$ cat config.mk
export PLATFORM = sky130hd
export DESIGN_NAME = clk_gate_sequencer
export DESIGN_NICKNAME = d
export VERILOG_FILES = /design/src/rtl/clk_gate_sequencer.sv
export SDC_FILE = /design/constraint.sdc
export NUM_CORES = 1
export LEC_CHECK = 0
export BUFFER_PORTS_ARGS = -buffer_cell sky130_fd_sc_hd__buf_2
export CAP_MARGIN = 5
export CORE_ASPECT_RATIO = 2
export CORE_MARGIN = 2
export CORE_UTILIZATION = 45
export CTS_CLUSTER_SIZE = 28
export DETAILED_ROUTE_END_ITERATION = 7
export RECOVER_POWER = 25
export SETUP_SLACK_MARGIN = 0.15
export SLEW_MARGIN = 10
export SYNTH_ARGS = -nofsm -noshare
export SYNTH_HDL_FRONTEND = slang
export SYNTH_SLANG_ARGS = --single-unit
$ cat constraint.sdc
create_clock -name clk_i -period 4.6 [get_ports clk_i]
set_input_delay 0.23 -clock clk_i [delete_from_list [all_inputs] [get_ports clk_i]]
set_output_delay 0.23 -clock clk_i [all_outputs]
set_load 0.01 [all_outputs]
$ cat src/rtl/clk_gate_sequencer.sv
// ============================================================================
// Module   : clk_gate_sequencer
// Purpose  : Controls a bank of per-domain clock-gating cells. A domain's gate
//            enable is raised on request and dropped after a programmable run
//            of idle cycles. All enable edges (on and off) are funnelled
//            through one round-robin sequencer with a guard interval, so at
//            most one gate toggles per STAGGER_CYCLES window.
// Ports    : clk_i          - clock, all logic on the rising edge
//            rst_i          - synchronous reset, active high
//            req_i          - per-domain clock request (level)
//            idle_i         - per-domain idle indication (level)
//            idle_timeout_i - idle cycles required before gate-off
//            test_mode_i    - forces every enable on (outputs only)
//            en_o           - gate enable per clock-gate cell
//            ack_o          - domain clock running and usable
//            busy_o         - a domain is pending or the guard is running
// Revision : 1.0 - initial release
// ============================================================================
`default_nettype none

module clk_gate_sequencer #(
  parameter int NUM_DOMAINS    = 4,
  parameter int IDLE_CNT_W     = 8,
  parameter int STAGGER_CYCLES = 2
) (
  input  logic                   clk_i,
  input  logic                   rst_i,
  input  logic [NUM_DOMAINS-1:0] req_i,
  input  logic [NUM_DOMAINS-1:0] idle_i,
  input  logic [IDLE_CNT_W-1:0]  idle_timeout_i,
  input  logic                   test_mode_i,
  output logic [NUM_DOMAINS-1:0] en_o,
  output logic [NUM_DOMAINS-1:0] ack_o,
  output logic                   busy_o
);

  localparam int RR_W    = (NUM_DOMAINS > 1) ? $clog2(NUM_DOMAINS) : 1;
  localparam int GUARD_W = (STAGGER_CYCLES > 1) ? $clog2(STAGGER_CYCLES) : 1;

  localparam logic [GUARD_W-1:0] GUARD_LOAD = GUARD_W'(STAGGER_CYCLES - 1);
  localparam logic [RR_W-1:0]    RR_LAST    = RR_W'(NUM_DOMAINS - 1);
  localparam logic [RR_W:0]      RR_WRAP    = (RR_W+1)'(NUM_DOMAINS);

  localparam logic [1:0] ST_OFF      = 2'd0;
  localparam logic [1:0] ST_PEND_ON  = 2'd1;
  localparam logic [1:0] ST_ON       = 2'd2;
  localparam logic [1:0] ST_PEND_OFF = 2'd3;

  logic [NUM_DOMAINS-1:0] pend_req;   // pending and still wanted this cycle
  logic [NUM_DOMAINS-1:0] pend_any;   // in a pending state (for busy_o)
  logic [NUM_DOMAINS-1:0] grant;
  logic [NUM_DOMAINS-1:0] en_vec;
  logic [NUM_DOMAINS-1:0] ack_vec;

  logic [GUARD_W-1:0] guard_q, guard_d;
  logic [RR_W-1:0]    rr_q, rr_d;

  // --------------------------------------------------------------------------
  // Per-domain FSM and idle counter
  // --------------------------------------------------------------------------
  for (genvar i = 0; i < NUM_DOMAINS; i++) begin : g_dom
    logic [1:0]            state_q, state_d;
    logic [IDLE_CNT_W-1:0] cnt_q, cnt_d;
    logic                  en_q, en_d;
    logic                  ack_q, ack_d;
    logic [IDLE_CNT_W:0]   cnt_inc;
    logic                  cnt_hit;
    logic                  idle_ok;

    assign idle_ok = ~req_i[i] & idle_i[i];
    assign cnt_inc = {1'b0, cnt_q} + {{IDLE_CNT_W{1'b0}}, 1'b1};
    // The cycle being counted now completes the run; >= also covers a
    // timeout lowered below the current count.
    assign cnt_hit = cnt_inc >= {1'b0, idle_timeout_i};

    // Pending requests are qualified with this cycle's inputs so a domain
    // cancelling now can never be granted.
    assign pend_req[i] = ((state_q == ST_PEND_ON)  & req_i[i]) |
                         ((state_q == ST_PEND_OFF) & idle_ok);
    assign pend_any[i] = (state_q == ST_PEND_ON) | (state_q == ST_PEND_OFF);
    assign en_vec[i]   = en_q;
    assign ack_vec[i]  = ack_q;

    always_ff @(posedge clk_i) begin
      if (rst_i) begin
        state_q <= ST_OFF;
        cnt_q   <= '0;
        en_q    <= 1'b0;
        ack_q   <= 1'b0;
      end else begin
        state_q <= state_d;
        cnt_q   <= cnt_d;
        en_q    <= en_d;
        ack_q   <= ack_d;
      end
    end

    always_comb begin
      state_d = state_q;
      cnt_d   = cnt_q;
      en_d    = en_q;
      case (state_q)
        ST_OFF: begin
          if (req_i[i]) state_d = ST_PEND_ON;
        end
        ST_PEND_ON: begin
          if (!req_i[i]) begin
            state_d = ST_OFF;
          end else if (grant[i]) begin
            state_d = ST_ON;
            en_d    = 1'b1;
            cnt_d   = '0;
          end
        end
        ST_ON: begin
          if (!idle_ok) begin
            cnt_d = '0;
          end else if (cnt_hit) begin
            state_d = ST_PEND_OFF;
            cnt_d   = idle_timeout_i;
          end else begin
            cnt_d = cnt_inc[IDLE_CNT_W-1:0];
          end
        end
        ST_PEND_OFF: begin
          if (!idle_ok) begin
            state_d = ST_ON;
            cnt_d   = '0;
          end else if (grant[i]) begin
            state_d = ST_OFF;
            en_d    = 1'b0;
            cnt_d   = '0;
          end
        end
        default: begin
          state_d = ST_OFF;
          en_d    = 1'b0;
          cnt_d   = '0;
        end
      endcase
      // Ack lags a rising enable by one cycle but follows a falling one.
      ack_d = en_q & en_d;
    end
  end

  // --------------------------------------------------------------------------
  // Round-robin sequencer with guard interval
  // --------------------------------------------------------------------------
  always_ff @(posedge clk_i) begin
    if (rst_i) begin
      guard_q <= '0;
      rr_q    <= '0;
    end else begin
      guard_q <= guard_d;
      rr_q    <= rr_d;
    end
  end

  always_comb begin
    logic [RR_W:0]   cand_sum;
    logic [RR_W-1:0] cand;
    logic            found;
    grant    = '0;
    rr_d     = rr_q;
    found    = 1'b0;
    cand_sum = '0;
    cand     = '0;
    if (guard_q == '0) begin
      for (int k = 0; k < NUM_DOMAINS; k++) begin
        cand_sum = {1'b0, rr_q} + (RR_W+1)'(k);
        if (cand_sum >= RR_WRAP) cand_sum = cand_sum - RR_WRAP;
        cand = cand_sum[RR_W-1:0];
        if (!found && pend_req[cand]) begin
          found       = 1'b1;
          grant[cand] = 1'b1;
          rr_d        = (cand == RR_LAST) ? '0 : cand + RR_W'(1);
        end
      end
    end
    if (found)              guard_d = GUARD_LOAD;
    else if (guard_q != '0) guard_d = guard_q - GUARD_W'(1);
    else                    guard_d = guard_q;
  end

  // --------------------------------------------------------------------------
  // Outputs
  // --------------------------------------------------------------------------
  always_comb begin
    en_o   = en_vec | {NUM_DOMAINS{test_mode_i}};
    ack_o  = ack_vec;
    busy_o = (|pend_any) | (guard_q != '0);
  end

endmodule

`default_nettype wire
* Yosys cells after proc, flatten, opt, wreduce, memory -nomap -nowiden
Index checks and enable logic that the tools add are counted.
** Storage, ports and cells
- Register bits :: 51
- Input port bits :: 19
- Output and inout bits :: 9
- Logic and storage cells :: 279
** Cells by class
- $add $sub $neg :: 16
- Magnitude comparators :: 16
- Equality and inequality tests :: 40
- Mux-type cells :: 126
- Bitwise gates (word level) :: 34
- Reduce and logical (&&, ||, !) cells :: 29
** Operators by type and width (number)
- $mux 8 :: 20
- $pmux 8 s3 :: 4
- $mux 2 :: 44
- $add 8x1->9 const B :: 4
- $ge 9x8->1 :: 4
- $mux 1 :: 34
- $mux 4 :: 8
- $ne 2x2->1 const B :: 16
- $pmux 2 s4 :: 4
- $eq 2x2->1 const B :: 12
- $ne 3x3->1 const B :: 8
- $reduce_and 5->1 :: 4
- $and 1x1->1 :: 16
- $or 4x4->4 :: 4
- $lt 2x3->1 const B :: 4
- $reduce_bool 3->1 :: 4
- $reduce_and 2->1 :: 5
- $ge 3x3->1 const B :: 3
- $or 1x1->1 :: 9
- $add 2x1->2 const B :: 4
- $bmux 1 s2 :: 4
- $demux 1 s2 :: 4
- $eq 2x1->1 const B :: 4
- $ge 2x1->1 const B :: 4
- other kinds (12) :: 34

* Longest topological paths before layout
- Word-level depth :: 24
- Depth in mapped cells :: 14
- Depth with buffers taken out :: 12

* Worst setup path before layout
Ideal clock, no wire load.
- Path kind :: reg2reg
- Start :: reg rr_q[0]
- End :: reg g_dom[0].cnt_q[0]
- Library setup time :: 76 ps
- Data arrival time :: 3060 ps
- Data required time :: 4524 ps
- Setup slack :: 1464 ps
- Cell stages (with the launch flop) :: 11
- Path buffers :: 2
- Clock period less this slack :: 3136 ps
- Cells stage by stage :: dfxtp_1 > clkbuf_1 > inv_1 > ha_1 > clkbuf_1 > mux4_2 > a21oi_2 > a2111oi_2 > a2111oi_2 > a21oi_2 > o22ai_1
** Between the ends
- Longest elaborated chain between the ends :: 22
- Elaborated cells on any way between the ends :: 74
- Those cells by class :: add/sub: 7; order compare: 12; mux: 42; bitwise: 3; reduce/logical: 10
** Ends and longest elaborated chain
- start: declaration :: RTL line 56 : logic [RR_W-1:0] rr_q, rr_d;
- start signal: assignment :: RTL line 155 : rr_q <= rr_d;
- parallel branches: the longest is 17 deep, another holds $add 2x1->3
- $mux 4 * :: RTL line 173 : if (!found && pend_req[cand]) begin
- $mux 4 * :: RTL line 168 : if (guard_q == '0) begin
- $mux 8 *
- $mux 8, on equally long branches
- $pmux 8 s3 *
- end signal: assignment :: RTL line 92 : cnt_q <= cnt_d;
- end: declaration :: RTL line 63 : logic [IDLE_CNT_W-1:0] cnt_q, cnt_d;
Every way passes the cells marked *. The select of a mux whose other input is x is not followed.
A chain may end at the register's enable or synchronous reset.

* Worst setup path in the final report
- Start :: reg rr_q[0]
- End :: reg g_dom[3].cnt_q[2]
** Between the ends
- Longest elaborated chain between the ends :: 22
- Elaborated cells on any way between the ends :: 74
- Those cells by class :: add/sub: 7; order compare: 12; mux: 42; bitwise: 3; reduce/logical: 10
** Ends and longest elaborated chain (RTL line)
- parallel branches: the longest is 17 deep, another holds $add 2x1->3
- $mux 4 * :: 173
- $mux 4 * :: 168
- $mux 8 *
- $mux 8, on equally long branches
- $pmux 8 s3 *
- end signal: assignment :: 92
- end: declaration :: 63
Marks and branches as above.

==> qor.yml <==
crit_path_start_kind: "flip-flop"
insertion_delay_ps: 300
powerDensity_mw_per_mm2: 234.8
grt-ovfl-total: 0
ys_ff_latch: 51
rows: 50
dp.cells: 632
port_buffers: 27
worstMarginPinSlew_ps: 925.9
finalWorstSetupSlack_ps: 1060
layout.area.seq_mm2: 0.001021
syn-cell-area_mm2: 0.004329
synthFlopType: "dfxtp_1"
core_mm2: 0.009384
layout_commonest_cell: "dfxtp_1"
clk_pin_slew_worst_paths_ps: 70
cts_tree: "built"
rsz0062_at_grt: "no"
netlist_instances: 516
hold_viol: 0
power_mw: 1.087
hold_buffers: 0
synth_edf_count: 0
root_buffer: "clkbuf_16"
cp_max_fo: 14
worst_ep_required_time_ps: 4810
crit_buf_inv: 1
synth_area_per_cell_um2: 8.390
hold-worst-slack_ps: 252.4
drt_wl_total_um: 11860
period_minus_slack_ps: 3540
final.setup_skew_ps: 3.104
ir_drop_mv: 0.1957
hold_path_class: "in -> reg"
cap_viol_max_count: 0
numClockSinks: 51
max_slew_margin: 0.3747
synth_fp_nets: 579
grt_max_degree: 36
slowest_delay_ps: 640
max_freq_mhz: 282.5
place_ws_ps: 1204
status: "complete, no violations"
initial_core_util: 0.4613
fill_cells: 952
maxSlewViolCount: 0
area_growth_pct: 6.936
fin_nets: 598
yosysSeqAreaShare: 0.2358
crit_top_cell: "a21oi_1"
fp.dieH_um: 142.7
io_pins: 28
dp_hpwl_um: 9250
drt_first_pass_iters: 4
synthArstFlopShare: 0
p_leak_nw: 1.967
grt_pass1_vias: 4046
yosys.cell_types.count: 67
crit_family: "compound AO/OA/AOI/OAI gates"
final-instance-count-excl-fill: 638
postRouteAntennaNets: 0
drc: 0
grt_usage: 0.2365
vias: 4051
setup_viol: 0
antenna_found_initial: 0
clock_path_buffers: 2
worstPathArrival_ps: 3750
critPathKind: "reg -> reg"
cts_resized: 0
ctsHtreeMaxLevel: 2
drive_above_1_share: 0.08989
n_antenna_cell: 0
cts_setup_buffers: 0
design_area_mm2: 0.004629
place_area_mm2: 0.004527
first_iter_violations: 202
die_area_mm2: 0.01047
crit_slowest_cell: "mux4_2"
tns_ps: 0
multi_input_area_mm2: 0.003057
min_period_over_period: 0.7696
layout_common_cells: "dfxtp_1 (51), ha_1 (44), inv_1 (43), a21oi_1 (35), nor2_1 (27)"
wire_per_inst_um: 18.60
yosysWarnings: 0
grt_pass1_wl_um: 19350
place_congestion: 0.9632
cp_cell_sequence: "inv_1, ha_1, mux4_2, a21oi_1, a21oi_1, o21ai_0, a22oi_1, o221ai_1"
die_width_um: 73.36
numCtsBuffers: 5
vias_per_cell: 6.350
end_kind: "flip-flop"
final_core_util: 0.4933
final timing paths:
kind / from / endpoint / slack (ps) / cells past startpoint
worst min-delay path: idle_timeout_i[5] / g_dom[1].cnt_q[5]$_SDFFE_PP0P_ / 250 / 3
worst max-delay path: rr_q[0]$_SDFFE_PP0P_ / g_dom[3].cnt_q[2]$_SDFFE_PP0P_ / 1060 / 8
worst min register to register: g_dom[0].en_q$_SDFF_PP0_ / g_dom[0].ack_q$_SDFF_PP0_ / 470 / 2
worst max register to register: rr_q[0]$_SDFFE_PP0P_ / g_dom[3].cnt_q[2]$_SDFFE_PP0P_ / 1060 / 8
per-layer routing:
metal	vias to the layer above	share of wire	global-route usage
li1	1982	-	-
met1	1912	0.37	0.2422
met2	119	0.55	0.4391
met3	38	0.028	0.02047
met4	0	0.057	0.1512
met5	-	0	0
state kept, by name, indices dropped and copies added (netlist names):
name / count
rr_q: 2
g_dom.en_q: 4
g_dom.state_q: 8
guard_q: 1
g_dom.ack_q: 4
g_dom.cnt_q: 32
cell usage after synthesis, types with 8 or more instances:
master	count	area share
o21ai_0	17	0.020
inv_1	43	0.037
a211oi_1	10	0.017
ha_1	44	0.13
nand3_1	21	0.024
nor2_1	27	0.023
xnor2_1	19	0.038
dfxtp_1	51	0.24
and3_1	16	0.023
a21oi_1	33	0.038
nand2_1	15	0.013
o22ai_1	23	0.033
nor3_1	24	0.028
mux2i_1	18	0.042
clkbuf_1	11	0.0095
a21o_1	9	0.016
or2_2	8	0.012
nand2b_1	14	0.020
cell type report:
class	instances	share of cell area
Inverter	43	0.03486
Sequential cell	51	0.2205
Multi-Input combinational cell	406	0.6603
Tap cell	104	0.02811
Clock buffer	6	0.02784
Timing Repair Buffer	28	0.02838
report_power, final:
| part | leakage [nW] | switching, mW | internal (mW) |
|---|---|---|---|
| registers | 0.412 | 0.0223 | 0.452 |
| clock network | 0.0628 | 0.169 | 0.197 |
| logic | 1.49 | 0.154 | 0.0928 |
| total | 1.97 | 0.346 | 0.741 |
kinds of logic (layout without fill, tap and decap cells):
| logic type | count (synthesis) | in the layout | synth area share |
|---|---|---|---|
| compound gates | 156 | 156 | 0.2598 |
| xor+xnor | 24 | 24 | 0.04855 |
| fa+ha+maj | 44 | 44 | 0.1272 |
| buf+inv | 59 | 77 | 0.05462 |
| flops | 51 | 51 | 0.2358 |
| mux | 24 | 24 | 0.07283 |
| simple gates | 158 | 158 | 0.2012 |
worst register-to-register path: cells and delay by family, from the launching register on:
family	cells	cell delay, ps
buf+inv	1	250
mux	1	650
compound gates	5	1400
fa+ha+maj	1	530
flops	1	630
Power figures use the tool's default switching activity.
